<file path="src/rtl/pic24_icsp_arbiter.sv">
// Round-robin arbiter sharing one pic24flashprog command port between two requesters,
// with burst locking, lock timeout and in-order routing of returned VISI read data.
module pic24_icsp_arbiter #(
    parameter int unsigned TAGDEPTHlog2 = 2,
    parameter int unsigned LOCK_TIMEOUT = 1024,
    parameter int unsigned TOCNTW       = 11
) (
    input  logic        clk,
    input  logic        rstn,
    input  logic        r0_valid,
    output logic        r0_ready,
    input  logic        r0_cmd,
    input  logic [23:0] r0_instr,
    input  logic        r0_lock,
    output logic        r0_dvalid,
    output logic [15:0] r0_dout,
    input  logic        r1_valid,
    output logic        r1_ready,
    input  logic        r1_cmd,
    input  logic [23:0] r1_instr,
    input  logic        r1_lock,
    output logic        r1_dvalid,
    output logic [15:0] r1_dout,
    output logic        eng_valid,
    input  logic        eng_ready,
    output logic        eng_cmd,
    output logic [23:0] eng_instr,
    input  logic        eng_dvalid,
    input  logic [15:0] eng_dout,
    output logic [1:0]  owner,
    output logic        timeout_err,
    output logic        orphan_err
);

    localparam int unsigned DEPTH = 1 << TAGDEPTHlog2;

    typedef enum logic [0:0] {StArb, StGrant} state_e;

    state_e                  state_q, state_d;
    logic [1:0]              owner_q, owner_d;
    logic                    rr_last_q, rr_last_d;
    logic [TOCNTW-1:0]       to_cnt_q, to_cnt_d, to_cnt_inc;
    logic                    timeout_err_q, timeout_err_d;
    logic                    orphan_err_q;

    logic                    tags_q [DEPTH];
    logic [TAGDEPTHlog2-1:0] wptr_q, rptr_q;
    logic [TAGDEPTHlog2:0]   count_q;

    logic                    r0_dvalid_q, r1_dvalid_q;
    logic [15:0]             r0_dout_q, r1_dout_q;

    logic                    own_valid, own_cmd, own_lock, own_id;
    logic [23:0]             own_instr;
    logic                    tag_empty, tag_full, xfer, push, pop, head_tag;

    always_comb begin
        own_valid = 1'b0;
        own_cmd   = 1'b0;
        own_lock  = 1'b0;
        own_instr = '0;
        unique case (owner_q)
            2'b01: begin
                own_valid = r0_valid;
                own_cmd   = r0_cmd;
                own_lock  = r0_lock;
                own_instr = r0_instr;
            end
            2'b10: begin
                own_valid = r1_valid;
                own_cmd   = r1_cmd;
                own_lock  = r1_lock;
                own_instr = r1_instr;
            end
            default: ;
        endcase
    end

    assign own_id    = owner_q[1];
    assign tag_empty = (count_q == '0);
    // A pop in the same cycle frees a slot, so a stalled read can be taken then.
    assign tag_full  = (count_q == (TAGDEPTHlog2 + 1)'(DEPTH)) & ~eng_dvalid;

    assign eng_valid = (state_q == StGrant) & own_valid & ~(own_cmd & tag_full);
    assign eng_cmd   = eng_valid & own_cmd;
    assign eng_instr = eng_valid ? own_instr : '0;
    assign xfer      = eng_valid & eng_ready;
    assign r0_ready  = xfer & owner_q[0];
    assign r1_ready  = xfer & owner_q[1];

    // A return arriving while the FIFO is empty but a read is being pushed takes the new tag.
    assign push      = xfer & own_cmd;
    assign pop       = eng_dvalid & (~tag_empty | push);
    assign head_tag  = tag_empty ? own_id : tags_q[rptr_q];

    assign to_cnt_inc = to_cnt_q + TOCNTW'(1);

    always_comb begin
        state_d       = state_q;
        owner_d       = owner_q;
        rr_last_d     = rr_last_q;
        to_cnt_d      = '0;
        timeout_err_d = 1'b0;
        unique case (state_q)
            StArb: begin
                if (r0_valid & r1_valid) begin
                    owner_d = rr_last_q ? 2'b01 : 2'b10;
                end else if (r0_valid) begin
                    owner_d = 2'b01;
                end else if (r1_valid) begin
                    owner_d = 2'b10;
                end
                if (r0_valid | r1_valid) begin
                    state_d = StGrant;
                end
            end
            StGrant: begin
                if (xfer) begin
                    if (!own_lock) begin
                        state_d   = StArb;
                        owner_d   = 2'b00;
                        rr_last_d = own_id;
                    end
                end else if (!own_valid) begin
                    if (!own_lock) begin
                        state_d   = StArb;
                        owner_d   = 2'b00;
                        rr_last_d = own_id;
                    end else if (to_cnt_inc == TOCNTW'(LOCK_TIMEOUT)) begin
                        state_d       = StArb;
                        owner_d       = 2'b00;
                        rr_last_d     = own_id;
                        timeout_err_d = 1'b1;
                    end else begin
                        to_cnt_d = to_cnt_inc;
                    end
                end
            end
        endcase
    end

    always_ff @(posedge clk or negedge rstn) begin
        if (!rstn) begin
            state_q       <= StArb;
            owner_q       <= 2'b00;
            rr_last_q     <= 1'b1;
            to_cnt_q      <= '0;
            timeout_err_q <= 1'b0;
        end else begin
            state_q       <= state_d;
            owner_q       <= owner_d;
            rr_last_q     <= rr_last_d;
            to_cnt_q      <= to_cnt_d;
            timeout_err_q <= timeout_err_d;
        end
    end

    always_ff @(posedge clk or negedge rstn) begin
        if (!rstn) begin
            for (int i = 0; i < int'(DEPTH); i++) begin
                tags_q[i] <= 1'b0;
            end
            wptr_q  <= '0;
            rptr_q  <= '0;
            count_q <= '0;
        end else begin
            if (push) begin
                tags_q[wptr_q] <= own_id;
                wptr_q         <= wptr_q + 1'b1;
            end
            if (pop) begin
                rptr_q <= rptr_q + 1'b1;
            end
            if (push & ~pop) begin
                count_q <= count_q + 1'b1;
            end else if (pop & ~push) begin
                count_q <= count_q - 1'b1;
            end
        end
    end

    always_ff @(posedge clk or negedge rstn) begin
        if (!rstn) begin
            r0_dvalid_q  <= 1'b0;
            r1_dvalid_q  <= 1'b0;
            r0_dout_q    <= '0;
            r1_dout_q    <= '0;
            orphan_err_q <= 1'b0;
        end else begin
            r0_dvalid_q  <= pop & ~head_tag;
            r1_dvalid_q  <= pop & head_tag;
            orphan_err_q <= eng_dvalid & ~pop;
            if (pop & ~head_tag) begin
                r0_dout_q <= eng_dout;
            end
            if (pop & head_tag) begin
                r1_dout_q <= eng_dout;
            end
        end
    end

    assign owner       = owner_q;
    assign timeout_err = timeout_err_q;
    assign orphan_err  = orphan_err_q;
    assign r0_dvalid   = r0_dvalid_q;
    assign r1_dvalid   = r1_dvalid_q;
    assign r0_dout     = r0_dout_q;
    assign r1_dout     = r1_dout_q;

endmodule

</file>
<file path="config.mk">
export PLATFORM = sky130hd
export DESIGN_NAME = pic24_icsp_arbiter
export DESIGN_NICKNAME = d
export VERILOG_FILES = /design/src/rtl/pic24_icsp_arbiter.sv
export SDC_FILE = /design/constraint.sdc
export NUM_CORES = 1
export LEC_CHECK = 0
export ABC_AREA = 1
export CELL_PAD_IN_SITES_DETAIL_PLACEMENT = 0
export CELL_PAD_IN_SITES_GLOBAL_PLACEMENT = 2
export CORE_MARGIN = 4
export CORE_UTILIZATION = 25
export DETAILED_ROUTE_END_ITERATION = 16
export PLACE_DENSITY_LB_ADDON = 0.1
export SLEW_MARGIN = 20
export SYNTH_ARGS = -nofsm -noshare
export SYNTH_HDL_FRONTEND = slang
export SYNTH_SLANG_ARGS = --single-unit
</file>
<file path="constraint.sdc">
create_clock -name clk -period 5.7 [get_ports clk]
set_clock_uncertainty 0.05 [all_clocks]
set_input_delay 1.14 -clock clk [delete_from_list [all_inputs] [get_ports clk]]
set_output_delay 1.14 -clock clk [all_outputs]
set_load 0.005 [all_outputs]
</file>
# Word-level counts from Yosys, hierarchy flattened
# Cells that the tools add are included.
dict set report word_totals {
  reg_bits 62
  latch_bits 0
  ramBits 0
  romBits 0
  output_inout_bits 66
  mem_count 0
}
dict set report classes {
  add_sub_neg 5
  mul 0
  div_mod_pow 0
  magnitude_cmp 3
  n_eq_ne 11
  shifts 0
  n_mux 46
  n_bitwise 27
  reduce_logical 5
}
# operator count
set op_table {}
lappend op_table {{$mux 11} 5}
lappend op_table {{$pmux 24 s2} 1}
lappend op_table {{$mux 24} 1}
lappend op_table {{$mux 1} 20}
lappend op_table {{$mux 2} 9}
lappend op_table {{$and 1x1->1} 16}
lappend op_table {{$add 11x1->11 const B} 1}
lappend op_table {{$eq 11x11->1 const B} 1}
lappend op_table {{$pmux 1 s2} 4}
lappend op_table {{$reduce_and 4->1} 2}
lappend op_table {{$not 1->1} 7}
lappend op_table {{$ge 3x3->1 const B} 2}
lappend op_table {{$mux 3} 2}
lappend op_table {{$ne 3x2->1 const B} 2}
lappend op_table {{$not 2->3} 2}
lappend op_table {{$add 2x1->2 const B} 2}
lappend op_table {{$bwmux 4} 1}
lappend op_table {{$ne 2x1->1 const B} 2}
lappend op_table {{$ne 4x4->1 const B} 1}
lappend op_table {{$pmux 2 s2} 1}
lappend op_table {{$add 3x1->3 const B} 1}
lappend op_table {{$eq 3x3->1 const B} 1}
lappend op_table {{$logic_not 3->1} 1}
lappend op_table {{$lt 3x1->1 const B} 1}
lappend op_table {{10 further kinds} 11}

# Logic depth before layout (Yosys ltp)
dict set report depth {
  word_depth 12
  mapped_depth 17
  mapped_depth_nobuf 16
}

# Least setup slack after synthesis
# No wires, ideal clock.
dict set report synth_timing {
  kind {input to output}
  startpoint {input port r0_cmd}
  endpoint {output port eng_instr[14]}
  t_arrival_ns 2.037
  required_time_ns 4.510
  setup_slack_ns 2.473
  path_stages 6
  path_cell_list {nand2_1 > a21oi_2 > nand2_2 > nand2_2 > buf_1 > a21oi_1}
}
dict set report synth_between {
  elab_chain_len 5
}
# item line
set synth_rtl {}
lappend synth_rtl {{from (decl)} 12} ;# input logic r0_cmd,
lappend synth_rtl {{$pmux 1 s2} 62} ;# unique case (owner_q)
lappend synth_rtl {{$and 1x1->1} 84} ;# assign eng_valid = (state_q == StGrant) & own_valid & ~(own_cmd & tag_full);
lappend synth_rtl {{$not 1->1} 84}
lappend synth_rtl {{$and 1x1->1} 84}
lappend synth_rtl {{$mux 24} 86} ;# assign eng_instr = eng_valid ? own_instr : '0;
lappend synth_rtl {{to (decl)} 27} ;# output logic [23:0] eng_instr,
# No other way between the ends.

# Worst setup path after layout
dict set report layout_timing {
  startpoint {register owner_q[1], in the netlist owner[1]}
  endpoint {output port eng_instr[15]}
}
dict set report layout_between {
  elab_chain_len 6
}
# item line
set layout_rtl {}
lappend layout_rtl {{from (decl)} 40} ;# logic [1:0] owner_q, owner_d;
lappend layout_rtl {{from (signal assigned)} 151} ;# owner_q <= owner_d;
lappend layout_rtl {{$eq 2x2->1 / $eq 2x1->1 (equally long branches)} 62}
lappend layout_rtl {{$pmux 1 s2} 62}
lappend layout_rtl {{$and 1x1->1} 84}
lappend layout_rtl {{$not 1->1} 84}
lappend layout_rtl {{$and 1x1->1} 84}
lappend layout_rtl {{$mux 24 (*)} 86}
# Mark *: on every way between the ends. The rest lies on a longest branch, timed or not.

==> qor_table.md <==
| Stage | Parameter | This run |
| --- | --- | --- |
| sta | Final hold violation count | 0 |
| job | Count of maximum capacitance violations | 0 |
| worst setup path | Crit path launch type | flip-flop |
| placement | Placed wire-length estimate | 7861 um |
| synth | Synth unique cells | 36 |
| routing | DRC errors left | 0 |
| final layout | Total number of nets in the final design | 650 |
| die | Starting density of the core | 25.45% |
| pwr | NetSw | 0.8000 mW |
| pwr | Net switching fraction of the power | 36.86% |
| synth | Mean cell area of the mapped netlist | 7.821 um^2 |
| synth | Cell types with the largest area share after synthesis | dfrtp_1 (45%), nand2_1 (18%), a21oi_1 (5.0%) |
| pwr | PwrDens | 418.1 mW/mm^2 |
| placement | Pre-CTS setup slack | 1244 ps |
| min path | Tightest Hold Check Type | reg2reg |
| synth | Share of the synthesized area in the top cell type | 45.29% |
| die | Die Height | 124.1 um |
| cts | Post-CTS setup-driven buffer insertion count | 0 |
| cts | Root Buffer | clkbuf_16 |
| cts | Clock latency at the later pin of the worst-skew pair | 320 ps |
| pwr | Clock network power share | 24.7% |
| routing | Via-per-instance ratio | 4.370 |
| pwr | Combinational share of power | 43.6% |
| routing | Antenna Violating Nets Remaining | 0 |
| synth | Yosys warns | 0 |
| sta | RSZ-0062 raised after global routing | no |
| synth | Seq/Total Area, Yosys | 46.07% |
| synth | Post-Synthesis Cell Area | 0.003371 mm^2 |
| worst setup path | Worst-path cell with the longest stage delay | clkdlybuf4s50_1 |
| worst setup path | Data required time at the worst endpoint | 4510 ps |
| synth | Combinational family with the most area after synthesis | simple AND/OR/NAND/NOR gates |
| global route | Global-route wire length before repair | 17150 um |
| synth | Largest area contributor in the netlist | dfrtp_1 |
| routing | Drt first pass iters | 4 |
| worst setup path | Combined buffer and inverter count along the critical path | 4 |
| min path | Launch point of the worst hold path | rr_last_q |
| final layout | Synth-to-layout area growth | 54.01% |
| cts | Number of buffers inserted by hold repair at cts | 0 |
| sta | Period Utilization, post-route | 77.83% |
| pwr | IR Drop Worst-Case VDD | 0.0001919 V |
| die | DIE AREA | 0.01540 mm^2 |
| worst setup path | Reg2reg setup slack | 2120 ps |
| final layout | Antenna cell count | 0 |
| worst setup path | Origin of the critical flop-to-flop path | owner[1] |
| worst setup path | Critical path type | reg2out |
| synth | Multiplexer share of the synthesized area | 0% |
| min path | Cell depth of the worst min-delay path | 2 |
| pwr | Design Power | 2.170 mW |
| sta | Final critical-path setup slack | 1264 ps |
| sta | Worst hold margin | 409.1 ps |
| sta | Final number of max-transition violations | 0 |
| worst setup path | CP delay by family, top | buffers and inverters |
| cts | Number of clock sinks | 62 |
| die | Horiz. Die Dim | 124.1 um |
| pwr | Standby leakage power | 2.233 nW |
| sta | Slew Limit Headroom | 44.87% |
| global route | Largest net degree at the start of global routing | 63 |
| worst setup path | Delay of the slowest critical-path stage | 550 ps |
| cts | Clock-pin slew of the registers on the worst-case setup and hold paths | 50 ps |
| cts | Clk buf depth | 2 |
| outcome | Run status | finished clean |
| sta | Minimum period implied by the final worst setup slack | 4436 ps |
| routing | Length of routed wiring on met1 | 4628 um |
| worst setup path | Maximum fanout encountered on the critical timing path | 26 |
| routing | Routed wl met2 | 5524 um |
| routing | Iter 0 DRT Violations | 167 |
| routing | Wirelength, routed | 10600 um |
| routing | Vias after detailed routing | 3273 |
| cts | TritonCTS clock tree | done |
| cts | Number of cells upsized or downsized after cts | 0 |
| pwr | Internal portion of total power | 1.370 mW |
| worst setup path | End of the worst register-to-register path | count_q[2] |
| routing | Amount of wire on met3 after detailed routing | 359 um |
| sta | # setup viols final | 0 |
| worst setup path | Critical Path Sink Type | output port |
| sta | Tightest Pin Transition | 826.9 ps |
| placement | Routability Congestion | 0.7907 |
| worst setup path | Launching element of the worst setup path | owner[1] |
| worst setup path | Arrival time of the worst setup path | 3250 ps |
| global route | Initial antenna violation count | 0 |
| cts | Number of buffers created by CTS | 9 |
| placement | Quantity of I/O buffers inserted on ports | 139 |
| die | Core region area | 0.01324 mm^2 |
| routing | Highest routed metal layer | met4 |
| synth | Post-synthesis instance total | 431 |
| synth | Simple-gate share of the synthesized area | 29.62% |
| global route | Grt ovf | 0 |
| synth | Post-synthesis compound-gate area fraction | 13.21% |
| die | Core Rows | 42 |
| pwr | Part of the total power dissipated in sequential elements | 31.7% |
| synth | Number of register bits inferred by synthesis | 62 |
| cts | Number of H-tree levels | 3 |
| final layout | Utilization after layout | 39.20% |
| final layout | Fraction of layout cells with a size suffix above 1 | 6.981% |
| min path | Worst-case hold path end point | rr_last_q |
| synth | XOR/XNOR Fraction of Synth Area | 1.299% |
| die | I/O pin total | 140 |
| synth | Post-synth net total | 513 |
| sta | Achievable frequency | 225.4 MHz |
| worst setup path | CP Cell Sequence | inv_2, ha_1, buf_4, inv_2, o21ai_2, nand2_2, nor2_8, nand2_2, a21oi_1, clkdlybuf4s50_1 |
| synth | Adder-cell share of the synthesized area | 3.192% |
| routing | Detailed-route wire length per cell | 14.16 um |
| global route | Overall fraction of global-route tracks in use | 14.24% |
| global route | Vias in the first global route | 3351 |
| worst setup path | Worst r2r path cells | 17 |
| sta | Final total negative setup slack | 0 ps |
==> how the worst max path moves through the flow <==
stage / to / slack [ps] / cells past startpoint
after floorplan: eng_instr[14] / 2470 / 6
after global placement: eng_valid / 1270 / 6
after detailed placement: eng_instr[15] / 1240 / 8
after CTS: eng_instr[15] / 1130 / 10
after global routing: eng_instr[15] / 920 / 10
final: eng_instr[15] / 1260 / 10
==> routing by layer <==
layer,GRT usage [%],up-vias
met5,0,-
met3,3.633,8
li1,-,1657
met2,25.44,49
met4,3.422,0
met1,17.10,1559
==> synthesized netlist by cell type, drive strengths merged <==
cell type and number:
a21oi 35, a22o 1, a31oi 5, buf 10, clkbuf 6, dfrtp 61, dfstp 1, fa 1
ha 7, inv 33, nand2 166, nand3 18, nand4 6, nor2 31, nor3 4, o21ai 38
o21bai 2, o22ai 1, xnor2 1, xor2 4
==> per-stage QoR <==
stage          instance area, um^2  std cells
2_1_floorplan                 3371        431
3_3_place_gp                  4901        733
3_5_place_dp                  4901        733
4_1_cts                       5191        749
5_1_grt                       5191        749
6_report                      5191        749
==> registers in the layout, indices dropped and copies added, names as in the netlist <==
name         count
timeout_err      1
state_q          1
owner            2
r1_dvalid        1
orphan_err       1
rr_last_q        1
r0_dout         16
count_q          3
r0_dvalid        1
tags_q           4
r1_dout         16
wptr_q           2
to_cnt_q        11
rptr_q           2
==> cell usage in the layout, fill, tap and decap left out, types with 5 or more instances in the layout <==
cell type	instances
nand2_1	161
a31oi_1	5
o21ai_1	22
inv_1	29
nand3_1	17
nor2_1	26
clkbuf_16	9
ha_1	7
dfrtp_1	61
a21oi_1	34
o21ai_0	14
clkdlybuf4s50_1	138
==> cell type report <==
type | instances | area, um^2
Fill cell | 1411 | 8051
Multi-Input combinational cell | 320 | 1595
Clock buffer | 10 | 229.0
Tap cell | 176 | 220.2
Sequential cell | 62 | 1553
Timing Repair Buffer | 142 | 1409
Inverter | 33 | 123.9
Clock inverter | 6 | 61.31
==> worst min-delay path: stages, from the launching register on <==
cell and delay [ps]:
dfstp_2 360, nand2_1 50, nand2_1 40
==> power by group through the flow <==
| stage | logic, mW | clock network (mW) | registers, mW |
|---|---|---|---|
| final | 0.946 | 0.535 | 0.689 |
| after global routing | 1.08 | 0.576 | 0.712 |
| after floorplan | 0.516 | 0 | 0.691 |
| after global placement | 0.964 | 0 | 0.697 |
| after CTS | 0.971 | 0.552 | 0.693 |
| after detailed placement | 0.966 | 0 | 0.700 |
==> cell families (layout without fill, tap and decap cells) <==
kind of cell / after synthesis / in the layout
xor+xnor: 5 / 5
simple gates: 225 / 225
fa+ha+maj: 8 / 8
compound gates: 82 / 82
buf+inv: 49 / 191
flops: 62 / 62
Power figures use the tool's default switching activity.
